--- config.mk ---
export PLATFORM = sky130hd
export DESIGN_NAME = fir_mac_controller
export DESIGN_NICKNAME = d
export VERILOG_FILES = /design/src/rtl/fir_pkg.sv /design/src/rtl/fir_sample_buffer.sv /design/src/rtl/fir_mac_controller.sv
export SDC_FILE = /design/constraint.sdc
export NUM_CORES = 2
export LEC_CHECK = 0
export BUFFER_PORTS_ARGS = -buffer_cell sky130_fd_sc_hd__clkbuf_2
export CAP_MARGIN = 20
export CORE_ASPECT_RATIO = 1.4
export CORE_MARGIN = 1
export CORE_UTILIZATION = 35
export DETAILED_ROUTE_END_ITERATION = 10
export SKIP_LAST_GASP = 1
export SLEW_MARGIN = 40
export SYNTH_ARGS = -nofsm -noshare
export SYNTH_HDL_FRONTEND = slang
export SYNTH_HIERARCHICAL = 1
export SYNTH_SLANG_ARGS = --single-unit
--- constraint.sdc ---
create_clock -name clk -period 5.05 [get_ports clk]
set_input_delay 0.505 -clock clk [delete_from_list [all_inputs] [get_ports clk]]
set_output_delay 0.505 -clock clk [all_outputs]
set_load 0.02 [all_outputs]
--- src/rtl/fir_pkg.sv ---
// Shared constants, state encoding and ring-pointer helpers for the FIR MAC controller.
// Output saturation is enabled by defining FIR_OUT_SATURATE_EN (see fir_mac_controller).
package fir_pkg;

    localparam int unsigned LEN     = 100;
    localparam int unsigned DATA_W  = 16;
    localparam int unsigned ACC_W   = 40;
    localparam int unsigned Q_SHIFT = 15;
    localparam int unsigned PTR_W   = $clog2(LEN);
    localparam int unsigned K_W     = $clog2(LEN + 1);

    localparam logic [PTR_W-1:0] LAST_PTR = PTR_W'(LEN - 1);
    localparam logic [K_W-1:0]   K_LAST   = K_W'(LEN - 1);
    localparam logic [K_W-1:0]   K_END    = K_W'(LEN);

    typedef enum logic [1:0] {
        StIdle  = 2'd0,
        StMac   = 2'd1,
        StDrain = 2'd2,
        StDone  = 2'd3
    } fir_state_e;

    // (newest - k) mod LEN, valid for newest, k in [0, LEN-1]
    function automatic logic [PTR_W-1:0] ring_index(input logic [PTR_W-1:0] newest,
                                                    input logic [PTR_W-1:0] k);
        logic [PTR_W:0] diff;
        diff = {1'b0, newest} - {1'b0, k};
        if (diff[PTR_W]) begin
            diff = diff + (PTR_W + 1)'(LEN);
        end
        return diff[PTR_W-1:0];
    endfunction

endpackage

--- src/rtl/fir_sample_buffer.sv ---
// Circular sample store: one write per accepted sample, combinational read of the
// sample k steps older than the newest entry; whole store clears on reset.
module fir_sample_buffer
    import fir_pkg::*;
(
    input  logic              i_clk,
    input  logic              i_rst,
    input  logic              i_we,
    input  logic [DATA_W-1:0] i_wdata,
    input  logic [PTR_W-1:0]  i_rd_k,
    output logic [DATA_W-1:0] o_rd_data
);

    logic [DATA_W-1:0] r_mem [LEN];
    logic [PTR_W-1:0]  r_wp;
    logic [PTR_W-1:0]  r_newest;
    logic [PTR_W-1:0]  w_rd_idx;

    always_ff @(posedge i_clk) begin
        if (i_rst) begin
            for (int i = 0; i < LEN; i++) begin
                r_mem[i] <= '0;
            end
            r_wp     <= '0;
            r_newest <= '0;
        end else if (i_we) begin
            r_mem[r_wp] <= i_wdata;
            r_newest    <= r_wp;
            r_wp        <= (r_wp == LAST_PTR) ? '0 : r_wp + PTR_W'(1);
        end
    end

    assign w_rd_idx  = ring_index(r_newest, i_rd_k);
    assign o_rd_data = r_mem[w_rd_idx];

endmodule

--- src/rtl/fir_mac_controller.sv ---
// Sequential MAC controller for the LEN-tap FIR: one sample in, LEN taps walked, one sample out.
// Define FIR_OUT_SATURATE_EN to saturate the Q15 output instead of wrapping.
module fir_mac_controller
    import fir_pkg::*;
(
    input  logic                clk,
    input  logic                rst,
    input  logic [DATA_W-1:0]   in_data,
    input  logic                in_valid,
    output logic                in_ready,
    output logic [PTR_W-1:0]    coef_addr,
    input  logic [DATA_W-1:0]   coef_data,
    output logic [DATA_W-1:0]   mult_a,
    output logic [DATA_W-1:0]   mult_b,
    input  logic [2*DATA_W-1:0] mult_p,
    output logic [DATA_W-1:0]   out_data,
    output logic                out_valid,
    input  logic                out_ready
);

    fir_state_e        r_state;
    logic [K_W-1:0]    r_k;
    logic [PTR_W-1:0]  r_coef_addr;
    logic [DATA_W-1:0] r_mult_a;
    logic [DATA_W-1:0] r_mult_b;
    logic              r_prod_valid;
    logic [ACC_W-1:0]  r_acc;
    logic [DATA_W-1:0] r_out_data;
    logic              r_out_valid;

    logic              w_we;
    logic [DATA_W-1:0] w_rd_data;
    logic [ACC_W-1:0]  w_prod_ext;
    logic [DATA_W-1:0] w_out_q;

    assign w_we       = (r_state == StIdle) && in_valid;
    assign w_prod_ext = {{(ACC_W - 2*DATA_W){mult_p[2*DATA_W-1]}}, mult_p};

    fir_sample_buffer u_buf (
        .i_clk     (clk),
        .i_rst     (rst),
        .i_we      (w_we),
        .i_wdata   (in_data),
        .i_rd_k    (PTR_W'(r_k)),
        .o_rd_data (w_rd_data)
    );

    // acc >>> Q_SHIFT keeps bits [Q_SHIFT +: DATA_W]; the bits above decide overflow
    always_comb begin
        w_out_q = r_acc[Q_SHIFT +: DATA_W];
`ifdef FIR_OUT_SATURATE_EN
        if (!(&r_acc[ACC_W-1:Q_SHIFT+DATA_W-1]) && (|r_acc[ACC_W-1:Q_SHIFT+DATA_W-1])) begin
            w_out_q = r_acc[ACC_W-1] ? {1'b1, {(DATA_W-1){1'b0}}} : {1'b0, {(DATA_W-1){1'b1}}};
        end
`endif
    end

    always_ff @(posedge clk) begin
        if (rst) begin
            r_state      <= StIdle;
            r_k          <= '0;
            r_coef_addr  <= '0;
            r_mult_a     <= '0;
            r_mult_b     <= '0;
            r_prod_valid <= 1'b0;
            r_acc        <= '0;
            r_out_data   <= '0;
            r_out_valid  <= 1'b0;
        end else begin
            if (r_prod_valid) begin
                r_acc <= r_acc + w_prod_ext;
            end
            unique case (r_state)
                StIdle: begin
                    if (in_valid) begin
                        r_acc       <= '0;
                        r_k         <= '0;
                        r_coef_addr <= '0;
                        r_state     <= StMac;
                    end
                end
                StMac: begin
                    // One extra cycle after the last issue lets product LEN-1 land in acc
                    if (r_k == K_END) begin
                        r_prod_valid <= 1'b0;
                        r_state      <= StDrain;
                    end else begin
                        r_mult_a     <= w_rd_data;
                        r_mult_b     <= coef_data;
                        r_coef_addr  <= (r_k == K_LAST) ? '0 : PTR_W'(r_k + K_W'(1));
                        r_prod_valid <= 1'b1;
                        r_k          <= r_k + K_W'(1);
                    end
                end
                StDrain: begin
                    r_out_data  <= w_out_q;
                    r_out_valid <= 1'b1;
                    r_state     <= StDone;
                end
                StDone: begin
                    if (out_ready) begin
                        r_out_valid <= 1'b0;
                        r_state     <= StIdle;
                    end
                end
                default: r_state <= StIdle;
            endcase
        end
    end

    assign in_ready  = (r_state == StIdle) && !rst;
    assign coef_addr = r_coef_addr;
    assign mult_a    = r_mult_a;
    assign mult_b    = r_mult_b;
    assign out_data  = r_out_data;
    assign out_valid = r_out_valid;

endmodule

==> impl_metrics.ini <==
[outcome]
outcome = complete, no violations

[critical_path]
cp_max_fo = 23
rrSetupSlack_ns = 0.24
reg2reg_to = mult_a[3]
required_time_at_the_endpoint_of_the_critical_path_ns = 5.72
critical_path_class = reg -> reg
startpoint_class = flop
cell_count_of_the_worst_reg_to_reg_path = 16
r2r_start = r_k[0]
worst_setup_path_startpoint = r_k[0]
cp-end-kind = flop
cp.arrival_ns = 5.48

[clock_tree]
ctsResizeCount = 0
cts_h_tree_lvls = 4
tritoncts = done
clock_tree.root_cell = sky130_fd_sc_hd__clkbuf_16
clock_tree.buffer_depth = 4
clock_insertion_delay_worst_skew_ns = 0.89
number_of_sinks_handled_by_clock_tree_synthesis = 2159
cts-buffers-inserted = 202
clkTransAtPathRegs_ns = 0.07

[floorplanning]
floorplan.rows = 229
top_level_ports = 125
fp.dieArea_sq_mm = 0.281
fp.dieH_um = 627
initial_utilization = 0.352
core_sq_mm = 0.278
dieWidth_um = 448

[sta]
report.final.slew_viol_count = 0
grt_setup_unrepaired = no
setup-tns-final_ns = 0
timing_hold_violations_final = 0
setup_viol_count_final = 0
finalCritPeriodShare = 0.952
hold-worst-slack_ns = 0.0727
finalCriticalPeriod_ns = 4.81
timing.max_slew.rel_slack = 0.371
finClkSkew_ns = 0.0709
clock.fmax_ghz = 0.208
worst_pin_slew_ns = 0.944

[global_route]
grt_antenna_before_repair = 6
global_route_wire_length_before_repair_um = 408000
grt_util_overall = 0.199
via_count_of_the_first_global_routing_pass = 57800
pin_count_of_the_biggest_net_entering_global_routing = 133
global_route.overflow_total = 0

[detailed_routing]
drc = 0
drtPass1Iterations = 6
detail_route.wirelength_um = 285000
drt_iter0_drc = 5955
drt.antenna.violating_nets = 0
wl_per_cell_um = 26.3
avgViaCountPerCell = 5.34
num_vias = 57900

[pwr]
powerDensity_mw_per_mm2 = 484
vdd_drop_max_mv = 0.638
total_leakage_power_nw = 38.2

[min_path]
min_to = u_buf/r_mem[107][5]
hold_class = in -> reg
whs_path_depth = 1
worst_hold_startpoint = in_data[5]

[synth]
asyncSetResetFlopFracSynth = 0
synth_area_leader_cell = sky130_fd_sc_hd__edfxtp_1
post_synthesis_net_count = 7015
yosys.cell_types.count = 93
syn-instance-count = 6899
ys_ff_latch = 2159
synth_top_area_frac = 0.630
fraction_of_the_yosys_area_taken_by_sequential_cells = 0.653
synth.cell_area_sq_mm = 0.0976
avgSynthCellArea_sq_um = 14.2
synth_top_flop_cell = sky130_fd_sc_hd__edfxtp_1
synth_edf_count = 2048
ys_warn_count = 6
yosys-top-cells-area = sky130_fd_sc_hd__edfxtp_1 63%, sky130_fd_sc_hd__and2_1 10%, sky130_fd_sc_hd__mux4_2 9.8%

[placed_design]
gp_congestion = 0.931
hpwl_um = 180000
portBuffers = 123

[layout]
layout_commonest_cell = sky130_fd_sc_hd__edfxtp_1
final_layout_size_suffix_gt1_frac = 0.182
layout.filler_cells = 25500
synthToLayoutAreaGrowth_pct = 12.6
most-common-layout-cells = 2048 x sky130_fd_sc_hd__edfxtp_1, 1606 x sky130_fd_sc_hd__and2_1, 718 x sky130_fd_sc_hd__nand2_1, 427 x sky130_fd_sc_hd__mux4_2, 292 x sky130_fd_sc_hd__buf_4
final_net_count = 7116

[run]
cap_violations = 0
-- registers in the layout (all words and copies together), names as in the netlist --
signal          cells
coef_addr           7
mult_a             16
mult_b             16
out_data           16
out_valid           1
r_acc              31
r_k                 7
r_prod_valid        1
r_state             2
u_buf/r_mem      2048
u_buf/r_newest      7
u_buf/r_wp          7
-- critical path, cell delays in order, from the launching register on --
cell and delay, ns:
sky130_fd_sc_hd__dfxtp_1 0.48, sky130_fd_sc_hd__ha_4 0.19, sky130_fd_sc_hd__inv_1 0.05, sky130_fd_sc_hd__fa_4 0.45, sky130_fd_sc_hd__nand3_1 0.11, sky130_fd_sc_hd__nand2_1 0.09, sky130_fd_sc_hd__xor2_2 0.48, sky130_fd_sc_hd__a31oi_2 0.29
sky130_fd_sc_hd__xnor2_2 0.38, sky130_fd_sc_hd__buf_4 0.43, sky130_fd_sc_hd__nor4_1 0.10, sky130_fd_sc_hd__buf_4 0.19, sky130_fd_sc_hd__o21ai_1 0.24, sky130_fd_sc_hd__o221ai_1 0.42, sky130_fd_sc_hd__or4b_1 0.57, sky130_fd_sc_hd__nand2_1 0.08
sky130_fd_sc_hd__a21oi_1 0.06
-- routing by layer --
layer | vias up | GRT usage | share of wire
li1 | 25200 | - | -
met1 | 29900 | 0.249 | 0.38
met2 | 2233 | 0.339 | 0.50
met3 | 514 | 0.0241 | 0.062
met4 | 0 | 0.101 | 0.057
met5 | - | 0 | 0
-- through the flow --
step           setup WS [ns]  cells  utilization  total power [mW]  instance area [sq um]
5_1_grt               0.0641  10800        0.396              54.8                 110000
3_5_place_dp           0.394  10500        0.373              38.7                 104000
3_3_place_gp           0.387  10500        0.373              38.6                 103000
4_1_cts                0.355  10800        0.396              53.4                 110000
6_report               0.242  10900        0.396              53.2                 110000
2_1_floorplan           1.28   6899            -              31.0                  97600
-- worst max-delay path by stage --
stage                     end  slack (ns)
finish              mult_a[3]        0.24
global route        mult_a[3]        0.06
CTS                 mult_a[5]        0.36
detailed placement  mult_a[5]        0.39
global placement    mult_a[4]        0.39
floorplan           mult_a[1]        1.28
-- cell type report --
class,count,area [sq um],area share
Tap cell,3696,4620,0.0421
Timing Repair Buffer,463,3770,0.0343
Sequential cell,2159,63700,0.580
Clock buffer,268,5520,0.0502
Clock inverter,83,653,0.00594
Antenna cell,9,22.5,0.000205
Multi-Input combinational cell,4146,31500,0.287
Inverter,28,105,0.000956
-- report_power, final --
part / switching [mW] / leakage (nW) / total [mW] / internal (mW)
combinational: 11.2 / 14.7 / 17.7 / 6.47
clock: 6.68 / 3.03 / 14.8 / 8.16
sequential: 0.366 / 20.5 / 20.7 / 20.3
total: 18.3 / 38.2 / 53.2 / 34.9
-- synth_stat cells, types with 17 or more instances --
master / instances
sky130_fd_sc_hd__a21oi_1: 130
sky130_fd_sc_hd__a31oi_1: 44
sky130_fd_sc_hd__and2_1: 1606
sky130_fd_sc_hd__and3_1: 17
sky130_fd_sc_hd__buf_1: 43
sky130_fd_sc_hd__buf_2: 108
sky130_fd_sc_hd__buf_4: 22
sky130_fd_sc_hd__clkbuf_1: 381
sky130_fd_sc_hd__dfxtp_1: 111
sky130_fd_sc_hd__edfxtp_1: 2048
sky130_fd_sc_hd__ha_1: 46
sky130_fd_sc_hd__inv_1: 28
sky130_fd_sc_hd__mux2i_1: 133
sky130_fd_sc_hd__mux4_2: 427
sky130_fd_sc_hd__nand2_1: 720
sky130_fd_sc_hd__nand3_1: 258
sky130_fd_sc_hd__nand4_1: 48
sky130_fd_sc_hd__nor2_1: 242
sky130_fd_sc_hd__nor3_1: 22
sky130_fd_sc_hd__o21ai_0: 50
sky130_fd_sc_hd__o21ai_1: 17
sky130_fd_sc_hd__o22ai_1: 38
sky130_fd_sc_hd__or2_2: 103
sky130_fd_sc_hd__xnor2_1: 19
sky130_fd_sc_hd__xor2_1: 20
-- logic make-up after synthesis --
group / synth area share
and+or+nand+nor: 0.170
DFF: 0.653
buffers and inverters: 0.0260
muxes: 0.113
AOI/OAI and AO/OA: 0.0283
adders and majority gates: 0.00630
xor gates and xnor gates: 0.00428
-- what timing repair did --
item                                   4_1_cts  5_1_grt
hold buffers                                18        0
setup endpoints to repair                    0        0
endpoints found under the hold margin       18        0
setup buffers                                0        0
Power figures use the tool's default switching activity.
